<file path="config.mk">
export PLATFORM = sky130hd
export DESIGN_NAME = fetch_stage_buffered
export DESIGN_NICKNAME = d
export VERILOG_FILES = /design/src/rtl/fetch_stage_buffered.sv
export SDC_FILE = /design/constraint.sdc
export NUM_CORES = 1
export LEC_CHECK = 0
export BUFFER_PORTS_ARGS = -buffer_cell sky130_fd_sc_hd__clkbuf_2
export CAP_MARGIN = 20
export CELL_PAD_IN_SITES_DETAIL_PLACEMENT = 0
export CELL_PAD_IN_SITES_GLOBAL_PLACEMENT = 1
export CORE_ASPECT_RATIO = 0.8
export CORE_MARGIN = 2
export CORE_UTILIZATION = 43
export CTS_CLUSTER_DIAMETER = 30
export DETAILED_ROUTE_END_ITERATION = 8
export GPL_ROUTABILITY_DRIVEN = 0
export PLACE_DENSITY_LB_ADDON = 0.1
export RECOVER_POWER = 100
export SYNTH_ARGS = -nofsm -noshare
export SYNTH_HDL_FRONTEND = slang
export SYNTH_SLANG_ARGS = --single-unit
</file>
<file path="constraint.sdc">
create_clock -name clk -period 23.7 [get_ports clk]
set_input_delay 4.74 -clock clk [delete_from_list [all_inputs] [get_ports clk]]
set_output_delay 4.74 -clock clk [all_outputs]
set_load 0.05 [all_outputs]
</file>
<file path="src/rtl/fetch_stage_buffered.sv">
// Instruction fetch stage with a small prefetch FIFO.
// Holds the fetch PC, issues one request at a time to a variable-latency
// instruction memory, buffers the responses and hands {instr, pc, pc+4} to
// decode with a valid/ready stall handshake. An execute-stage redirect
// flushes the buffer and discards whatever response is still in flight.
// Optional build macro: FETCH_PERF_EN adds stall/flush cycle counters.
`timescale 1ns/1ps

module fetch_stage_buffered #(
    parameter int              XLEN      = 32,
    parameter int              BUF_DEPTH = 2,
    parameter logic [XLEN-1:0] RESET_PC  = '0
) (
    input  logic            clk,
    input  logic            rst,
    input  logic            redirect_e,
    input  logic [XLEN-1:0] target_e,
    output logic            imem_req_valid,
    input  logic            imem_req_ready,
    output logic [XLEN-1:0] imem_req_addr,
    input  logic            imem_rsp_valid,
    input  logic [31:0]     imem_rsp_data,
    output logic            valid_d,
    input  logic            ready_d,
    output logic [31:0]     instr_d,
    output logic [XLEN-1:0] pc_d,
    output logic [XLEN-1:0] pcplus4_d
`ifdef FETCH_PERF_EN
    ,
    output logic [31:0]     perf_stall_cnt,
    output logic [31:0]     perf_flush_cnt
`endif
);

    localparam int PTR_W = (BUF_DEPTH > 1) ? $clog2(BUF_DEPTH) : 1;
    localparam int CNT_W = $clog2(BUF_DEPTH + 1);

    localparam logic [31:0] NOP_INSTR = 32'h0000_0013;

    localparam logic [1:0] S_REQ  = 2'd0;  // free to issue a request
    localparam logic [1:0] S_WAIT = 2'd1;  // one request outstanding, keep its response
    localparam logic [1:0] S_DROP = 2'd2;  // one request outstanding, discard its response

    logic [1:0]      state;
    logic [1:0]      state_nxt;
    logic [XLEN-1:0] pc_f;
    logic [XLEN-1:0] req_addr;

    logic [31:0]     buf_instr  [BUF_DEPTH];
    logic [XLEN-1:0] buf_pc     [BUF_DEPTH];
    logic [XLEN-1:0] buf_pcplus4[BUF_DEPTH];
    logic [PTR_W-1:0] rd_ptr;
    logic [PTR_W-1:0] wr_ptr;
    logic [CNT_W-1:0] count;

    logic full;
    logic req_fire;
    logic push;
    logic pop;

    function automatic logic [PTR_W-1:0] ptr_inc(input logic [PTR_W-1:0] p);
        return (p == PTR_W'(BUF_DEPTH - 1)) ? '0 : p + PTR_W'(1);
    endfunction

    // Request side: never issue while a redirect is pending this cycle, and only
    // when the slot for the response is already guaranteed in the FIFO.
    assign full           = (count == CNT_W'(BUF_DEPTH));
    assign imem_req_valid = rst && (state == S_REQ) && !full && !redirect_e;
    assign imem_req_addr  = pc_f;
    assign req_fire       = imem_req_valid && imem_req_ready;

    // A response is kept only if no redirect arrived while (or when) it returned.
    assign push    = (state == S_WAIT) && imem_rsp_valid && !redirect_e;
    assign valid_d = (count != '0);
    assign pop     = valid_d && ready_d;

    // Decode sees the registered FIFO head, or a NOP bubble when empty.
    assign instr_d   = valid_d ? buf_instr[rd_ptr]   : NOP_INSTR;
    assign pc_d      = valid_d ? buf_pc[rd_ptr]      : '0;
    assign pcplus4_d = valid_d ? buf_pcplus4[rd_ptr] : '0;

    // Next-state logic for the single-outstanding-request tracker.
    always_comb begin
        // NOTE: default assignment first so no path through the case leaves state_nxt unassigned (avoids a latch).
        state_nxt = state;
        case (state)
            S_REQ: begin
                if (req_fire) state_nxt = redirect_e ? S_DROP : S_WAIT;
            end
            S_WAIT: begin
                // A response in the redirect cycle is simply not pushed; nothing is left in flight.
                if (imem_rsp_valid)  state_nxt = S_REQ;
                else if (redirect_e) state_nxt = S_DROP;
            end
            S_DROP: begin
                // The owed response is consumed here even if another redirect arrives with it.
                if (imem_rsp_valid) state_nxt = S_REQ;
            end
            default: state_nxt = S_REQ;
        endcase
    end

    // State, fetch PC and the address of the outstanding request.
    always_ff @(posedge clk or negedge rst) begin
        if (!rst) begin
            // NOTE: sequential state uses non-blocking assignments so every flop samples pre-edge values.
            state    <= S_REQ;
            pc_f     <= RESET_PC;
            req_addr <= RESET_PC;
        end else begin
            state <= state_nxt;
            if (req_fire) req_addr <= pc_f;
            if (redirect_e)    pc_f <= target_e & ~XLEN'(3);
            else if (req_fire) pc_f <= pc_f + XLEN'(4);
        end
    end

    // FIFO pointers and occupancy; a redirect empties the FIFO outright.
    always_ff @(posedge clk or negedge rst) begin
        if (!rst) begin
            rd_ptr <= '0;
            wr_ptr <= '0;
            count  <= '0;
        end else if (redirect_e) begin
            rd_ptr <= '0;
            wr_ptr <= '0;
            count  <= '0;
        end else begin
            if (push) wr_ptr <= ptr_inc(wr_ptr);
            if (pop)  rd_ptr <= ptr_inc(rd_ptr);
            case ({push, pop})
                2'b10:   count <= count + CNT_W'(1);
                2'b01:   count <= count - CNT_W'(1);
                default: count <= count;
            endcase
        end
    end

    // FIFO storage write port.
    // NOTE: storage is not reset; valid_d gates every read so stale entries are never visible.
    always_ff @(posedge clk) begin
        if (push) begin
            buf_instr[wr_ptr]   <= imem_rsp_data;
            buf_pc[wr_ptr]      <= req_addr;
            buf_pcplus4[wr_ptr] <= req_addr + XLEN'(4);
        end
    end

`ifdef FETCH_PERF_EN
    // Saturating counters for decode back-pressure cycles and redirect cycles.
    always_ff @(posedge clk or negedge rst) begin
        if (!rst) begin
            perf_stall_cnt <= '0;
            perf_flush_cnt <= '0;
        end else begin
            if (valid_d && !ready_d && (perf_stall_cnt != '1))
                perf_stall_cnt <= perf_stall_cnt + 32'd1;
            if (redirect_e && (perf_flush_cnt != '1))
                perf_flush_cnt <= perf_flush_cnt + 32'd1;
        end
    end
`else
    // Performance counters are not built in this configuration.
`endif

endmodule

</file>
==> results of run 1 <==
[critical path: cells and delay by family]
family | cells | cell delay, ns
buffers and inverters | 3 | 3.04
and+or+nand+nor | 2 | 0.71
[how the worst min path moves through the flow]
stage,from,end,slack (ns),depth (start not counted)
after floorplan,req_addr[11]$_DFFE_PN0P_,buf_pc[0][11]$_DFFE_PP_,0.46,0
after global placement,req_addr[11]$_DFFE_PN0P_,buf_pc[0][11]$_DFFE_PP_,0.49,0
after detailed placement,req_addr[11]$_DFFE_PN0P_,buf_pc[0][11]$_DFFE_PP_,0.52,0
after CTS,req_addr[11]$_DFFE_PN0P_,buf_pc[0][11]$_DFFE_PP_,0.52,0
after global routing,req_addr[11]$_DFFE_PN0P_,buf_pc[0][11]$_DFFE_PP_,0.54,0
final,req_addr[11]$_DFFE_PN0P_,buf_pc[0][11]$_DFFE_PP_,0.53,0
[cell usage after synthesis, types with 2 or more instances]
library cell	n
ha_1	2
dfrtp_1	66
nor2_1	109
a21oi_1	8
nand2_1	130
nor3_1	4
or4_1	3
a22oi_1	4
o211ai_1	10
buf_6	2
edfxtp_1	184
nand4_1	16
and3_1	10
o311ai_0	6
o21ai_0	19
xor2_1	14
buf_4	7
and4_1	8
clkbuf_1	21
inv_1	9
xnor2_1	24
nor4b_4	2
o311ai_1	4
and2_1	7
nor2b_1	4
mux2i_1	92
or3_1	2
o21ai_1	4
buf_2	15
nand3_1	31
nand3_2	2
a31oi_1	2
[routing by layer]
layer | wire [um] | track usage (%) | up-vias
met3 | 1520 | 4.14 | 26
met2 | 10000 | 25.5 | 238
li1 | - | - | 3459
met4 | 270 | 4.72 | 0
met1 | 11800 | 27.6 | 3419
met5 | 0 | 0 | -
[area by class of cell]
cell class	count	area (sq um)
clock buffer	61	1310
clock inverter	28	303
fill	2209	11100
inverter	9	33.8
multi-input combinational	538	3230
sequential	250	7180
tap	318	398
timing repair buffer	201	821
[kinds of logic after synthesis]
group | after synthesis | synth area share, %
mux | 93 | 8.71
other cells | 1 | 0.0350
buf+inv | 55 | 2.49
fa+ha+maj | 2 | 0.234
compound gates | 61 | 3.67
xor+xnor | 38 | 3.11
simple gates | 338 | 14.7
flops | 250 | 67.0
[registers in the layout, summed over array words and instances (netlist names)]
register,flops
buf_pc,60
req_addr,30
imem_req_addr,30
buf_instr,64
count,2
rd_ptr,1
wr_ptr,1
state,2
buf_pcplus4,60
[through the flow]
step	setup WS, ns	std cells	hold WS (ns)	total power, mW	cell area (sq um)
after floorplan	11.19	843	0.456	0.609	10700
after global placement	12.57	1315	0.493	0.645	11900
after detailed placement	12.59	1316	0.516	0.648	12000
after CTS	12.59	1405	0.520	1.31	13600
after global routing	9.70	1405	0.537	1.35	13300
final	10.44	1405	0.534	1.30	13300
[power groups by stage]
stage / sequential (mW) / clock [mW] / combinational (mW)
finish: 0.540 / 0.660 / 0.0972
floorplan: 0.552 / 0 / 0.0571
global route: 0.544 / 0.696 / 0.107
detailed placement: 0.547 / 0 / 0.101
CTS: 0.540 / 0.671 / 0.102
global placement: 0.546 / 0 / 0.0990
==> load_flow_metrics.sql, run 1 <==
INSERT INTO impl_metrics (metric_group, metric, value, unit) VALUES
('clocking', 'clk-insertion-delay-late', '0.52', 'ns'),
('cells_and_area', 'layout-drive-gt1-share', '12.1', '%'),
('synthesis', 'syn_area_per_cell', '12.8', 'sq um'),
('cells_and_area', 'nets', '1120', ''),
('setup_path', 'reg2reg_depth', '5', ''),
('routing', 'detailroute.via_count', '7142', ''),
('setup_path', 'timing.rr.start', 'state[0]$_DFFE_PN0P_', ''),
('setup_path', 'critPathRequiredTime', '18.96', 'ns'),
('routing', 'drc', '0', ''),
('run_status', 'violations', 'capacitance limit, slew limit', ''),
('setup_path', 'critPathLaunch', 'rst', ''),
('clocking', 'post_cts_resized', '0', ''),
('worst_hold_path', 'hp-class', 'reg -> reg', ''),
('cells_and_area', 'antenna_cells_inserted', '0', ''),
('clocking', 'cts_root_buffer', 'clkbuf_16', ''),
('sta', 'period_minus_slack', '13.26', 'ns'),
('job', 'drv.max_cap_violation_count', '8', ''),
('cells_and_area', 'postLayoutCoreUtil', '54.5', '%'),
('sta', 'final_hold_viol_count', '0', ''),
('setup_path', 'crit_path_max_incr_delay', '2.50', 'ns'),
('power_and_ir_drop', 'seqPwrFrac', '41.7', '%'),
('synthesis', 'netlist_instances', '838', ''),
('sta', 'worst_case_headroom_to_the_max_slew_limit', '-184', '%'),
('synthesis', 'synth_top_cell_by_area', 'edfxtp_1', ''),
('floorplanning', 'rows', '51', ''),
('setup_path', 'timing.critical_path.mode_cell', 'clkbuf_1', ''),
('synthesis', 'mappedNetlistArea', '10700', 'sq um'),
('floorplanning', 'start_util', '43.9', '%'),
('synthesis', 'synth_largest_type_area_fraction', '51.6', '%'),
('floorplanning', 'floorplan.core_area', '24400', 'sq um'),
('setup_path', 'critical_path.endpoint_type', 'output pin', ''),
('grt', 'via_count_of_the_first_global_routing_pass', '6929', ''),
('grt', 'first_pass_grt_wire_length', '37500', 'um'),
('sta', 'worst_slew_pin_slew', '4.26', 'ns'),
('power_and_ir_drop', 'switching_share', '24.0', '%'),
('grt', 'grt_antenna_before_repair', '0', ''),
('place', 'detailedPlacementHpwl', '15200', 'um'),
('power_and_ir_drop', 'power.switching', '311', 'uW'),
('synthesis', 'synth-async-reset-ratio', '26.4', '%'),
('setup_path', 'cp_slowest_cell', 'clkbuf_1', ''),
('sta', 'setup-tns-final', '0', 'ns'),
('floorplanning', 'die_area', '26200', 'sq um'),
('sta', 'final-max-slew-violation-count', '442', ''),
('setup_path', 'setup.worst_path.class', 'in -> out', ''),
('power_and_ir_drop', 'leakage_power', '4.81', 'nW'),
('floorplanning', 'die_ht', '145', 'um'),
('clocking', 'cts.sink_count', '250', ''),
('cells_and_area', 'most-common-layout-cells', '184 x edfxtp_1, 157 x clkbuf_1, 130 x nand2_1', ''),
('cells_and_area', 'layout_commonest_cell', 'edfxtp_1', ''),
('floorplanning', 'fp.dieW', '180', 'um'),
('grt', 'grt_start_max_net_pins', '90', ''),
('power_and_ir_drop', 'share_comb_of_total_power', '7.5', '%'),
('routing', 'route.detailed.wl_per_inst', '16.8', 'um'),
('clocking', 'tritoncts', 'built', ''),
('run_status', 'run_status', 'finished with violations', ''),
('clocking', 'hold_buffers', '0', ''),
('setup_path', 'critPathCapture', 'imem_req_valid', ''),
('synthesis', 'postSynth.topFlopCell', 'edfxtp_1', ''),
('clocking', 'cts-root-to-sink-buffers', '3', ''),
('sta', 'final-setup-viol-count', '0', ''),
('setup_path', 'critPathMaxFanout', '67', ''),
('sta', 'highest_attainable_clock_frequency', '0.0754', 'GHz'),
('synthesis', 'yosysSeqAreaShare', '67.0', '%'),
('setup_path', 'critPathLaunchType', 'input port', ''),
('clocking', 'cts_post_setup_buffers_inserted', '0', ''),
('routing', 'detail_route.vias_per_cell', '5.08', ''),
('synthesis', 'yosys_warnings', '0', ''),
('sta', 'final_cycle_utilization_of_the_critical_path', '55.9', '%'),
('setup_path', 'reg2reg_setup_slack', '18.11', 'ns'),
('place', 'numPortBuffers', '191', ''),
('power_and_ir_drop', 'intPower', '986', 'uW');
No activity file was read; power rests on OpenSTA's default activity.
==> run 2, diff against run 1 <==
--- a/config.mk
+++ b/config.mk
@@ -11,7 +11,7 @@
 export CELL_PAD_IN_SITES_GLOBAL_PLACEMENT = 1
 export CORE_ASPECT_RATIO = 0.8
 export CORE_MARGIN = 2
-export CORE_UTILIZATION = 43
+export CORE_UTILIZATION = 40
 export CTS_CLUSTER_DIAMETER = 30
 export DETAILED_ROUTE_END_ITERATION = 8
 export GPL_ROUTABILITY_DRIVEN = 0
==> constraint.sdc (replaced) <==
create_clock -name clk -period 11.12 [get_ports clk]
set_input_delay 2.224 -clock clk [delete_from_list [all_inputs] [get_ports clk]]
set_output_delay 2.224 -clock clk [all_outputs]
set_load 0.05 [all_outputs]
==> load_flow_metrics.sql, run 2 (synthesized netlist as in run 1, its figures left out) <==
INSERT INTO impl_metrics (metric_group, metric, value, unit) VALUES
('floorplanning', 'rows', '53', ''),
('routing', 'drt_wl_total', '25300', 'um'),
('grt', 'global_route.usage.met3', '4.34', '%'),
('sta', 'final-max-slew-violation-count', '195', ''),
('power_and_ir_drop', 'vdd_drop_max', '0.137', 'mV'),
('cells_and_area', 'largest_register_ffs', '64', ''),
('setup_path', 'critPathRequiredTime', '11.30', 'ns'),
('place', 'numPortBuffers', '191', ''),
('sta', 'worst_slew_pin_slew', '3.17', 'ns'),
('clocking', 'h-tree-depth', '2', ''),
('sta', 'final_hold_viol_count', '0', ''),
('cells_and_area', 'layout-drive-gt1-share', '13.0', '%'),
('setup_path', 'critical_path.endpoint_type', 'flip-flop', ''),
('power_and_ir_drop', 'leakage_power', '4.92', 'nW'),
('floorplanning', 'floorplan.core_area', '26300', 'sq um'),
('routing', 'detailroute.via_count', '7139', ''),
('job', 'drv.max_cap_violation_count', '4', ''),
('setup_path', 'setup.worst_path.class', 'in -> reg', ''),
('sta', 'period_minus_slack', '7.11', 'ns'),
('setup_path', 'critPathLaunchType', 'input port', ''),
('clocking', 'hold_buffers', '0', ''),
('clocking', 'tritoncts', 'built', ''),
('grt', 'groute.usage.overall', '18.0', '%'),
('cells_and_area', 'layout-area-overhead-vs-synth', '27.1', '%'),
('grt', 'globalRouteOverflowTotal', '0', ''),
('worst_hold_path', 'hp-class', 'reg -> reg', ''),
('power_and_ir_drop', 'powerDensity', '220', 'nW/um^2'),
('grt', 'grt_antenna_before_repair', '0', ''),
('sta', 'highest_attainable_clock_frequency', '0.141', 'GHz'),
('run_status', 'run_status', 'finished with violations', ''),
('power_and_ir_drop', 'fin_total_pwr', '2.99', 'mW'),
('setup_path', 'critPathMaxFanout', '50', ''),
('clocking', 'cts-root-to-sink-buffers', '3', ''),
('grt', 'grt_start_max_net_pins', '90', ''),
('routing', 'detailedRoute.firstIterationViolations', '393', ''),
('cells_and_area', 'multi_input_area', '3230', 'sq um'),
('sta', 'rsz0062_at_grt', 'no', ''),
('cells_and_area', 'max_flop_register', 'buf_instr', ''),
('sta', 'final_cycle_utilization_of_the_critical_path', '64.0', '%'),
('clocking', 'clk-insertion-delay-late', '0.55', 'ns'),
('cells_and_area', 'fill_count', '2411', ''),
('clocking', 'cts.sink_count', '250', ''),
('grt', 'via_count_of_the_first_global_routing_pass', '6886', ''),
('cells_and_area', 'antenna_cells_inserted', '0', ''),
('run_status', 'violations', 'capacitance limit, slew limit', ''),
('routing', 'final_antenna_net_count', '0', ''),
('clocking', 'post_cts_resized', '0', ''),
('routing', 'drt_first_pass_iters', '5', ''),
('sta', 'setup_slack', '4.01', 'ns'),
('sta', 'setup-tns-final', '0', 'ns'),
('cells_and_area', 'most-common-layout-cells', '184 x edfxtp_1, 159 x clkbuf_1, 130 x nand2_1', ''),
('sta', 'final-setup-viol-count', '0', ''),
('place', 'dpl_worst_slack', '5.00', 'ns'),
('cells_and_area', 'final_standard_cell_area_without_fillers', '13600', 'sq um'),
('sta', 'worst_case_headroom_to_the_max_slew_limit', '-111', '%'),
('place', 'detailedPlacementHpwl', '15800', 'um'),
('cells_and_area', 'layout_commonest_cell', 'edfxtp_1', ''),
('cells_and_area', 'biggestRegsByFlops', 'buf_instr: 64 flops, buf_pc: 60 flops, buf_pcplus4: 60 flops', ''),
('floorplanning', 'fp.dieW', '187', 'um'),
('cells_and_area', 'nets', '1125', ''),
('cells_and_area', 'sequential_cell_area', '7180', 'sq um'),
('routing', 'drc', '0', ''),
('clocking', 'worst_setup_hold_path_clk_slew', '0.05', 'ns'),
('clocking', 'cts_buffers', '54', ''),
('cells_and_area', 'postLayoutCoreUtil', '51.7', '%'),
('grt', 'first_pass_grt_wire_length', '39700', 'um'),
('routing', 'route.detailed.wl_per_inst', '17.4', 'um'),
('floorplanning', 'ioPinCount', '200', ''),
('floorplanning', 'start_util', '40.7', '%'),
('grt', 'global_route.usage.met2', '24.7', '%'),
('place', 'placed_area', '12000', 'sq um'),
('clocking', 'cts_post_setup_buffers_inserted', '0', ''),
('floorplanning', 'die_area', '28100', 'sq um'),
('clocking', 'cts_root_buffer', 'clkbuf_16', ''),
('sta', 'clock-skew-final', '0.0236', 'ns'),
('floorplanning', 'die_ht', '150', 'um'),
('setup_path', 'cp.arrival', '7.29', 'ns'),
('routing', 'detail_route.vias_per_cell', '4.90', ''),
('grt', 'grt.busiest_layer', 'met1', ''),
('grt', 'grt.met1_usage', '28.0', '%');
## run 2: changes by cell type in the layout (fill, tap and decap cells not counted), moves of 3 or more
cell	previous run	this run
buf_4	1	5
clkbuf_16	49	54
clkinv_2	10	7
clkbuf_2	49	44
clkinv_4	2	5
bufinv_16	6	9
clkinvlp_4	2	7
## run 2: metal layers
metal  share of wire (%)  up-vias
met3                 6.6       31
met2                  42      247
met4                 1.1        0
met1                  51     3390
met5                   0        -
li1                    -     3471
## run 2: report_power, final
group | switching [mW] | internal (mW)
combinational | 0.148 | 0.0602
clock | 0.509 | 1.12
sequential | 0.0758 | 1.08
## run 2: path summary, 6_finish.rpt
| kind | start | to | slack [ns] | cells after the start |
|---|---|---|---|---|
| max in group asynchronous | rst | req_addr[11]$_DFFE_PN0P_ | 8.64 | 2 |
| min in group asynchronous | rst | imem_req_addr[26]$_DFFE_PN0P_ | 1.88 | 2 |
| worst max register to register | state[0]$_DFFE_PN0P_ | buf_pc[0][16]$_DFFE_PP_ | 6.02 | 5 |
| worst max-delay path | redirect_e | buf_pc[0][16]$_DFFE_PP_ | 4.01 | 5 |
| worst min register to register | req_addr[11]$_DFFE_PN0P_ | buf_pc[1][11]$_DFFE_PP_ | 0.50 | 0 |
| worst min-delay path | req_addr[11]$_DFFE_PN0P_ | buf_pc[1][11]$_DFFE_PP_ | 0.50 | 0 |
## run 2: worst max-delay path, cell delays in order
cell and delay, ns:
clkbuf_2 0.08, clkbuf_1 0.75, nor3_1 1.16, clkbuf_1 2.28, buf_4 0.74
## run 2: cell type report
cell class | instances | share of cell area, %
timing repair buffer | 200 | 6.07
multi-input combinational | 538 | 23.7
tap | 357 | 3.28
sequential | 250 | 52.7
clock inverter | 35 | 3.47
inverter | 9 | 0.248
clock buffer | 67 | 10.5
## run 2: metrics by stage
step	instances	hold WS, ns
2_1_floorplan	843	0.456
3_3_place_gp	1354	0.486
3_5_place_dp	1354	0.496
4_1_cts	1456	0.503
5_1_grt	1456	0.528
6_report	1456	0.505
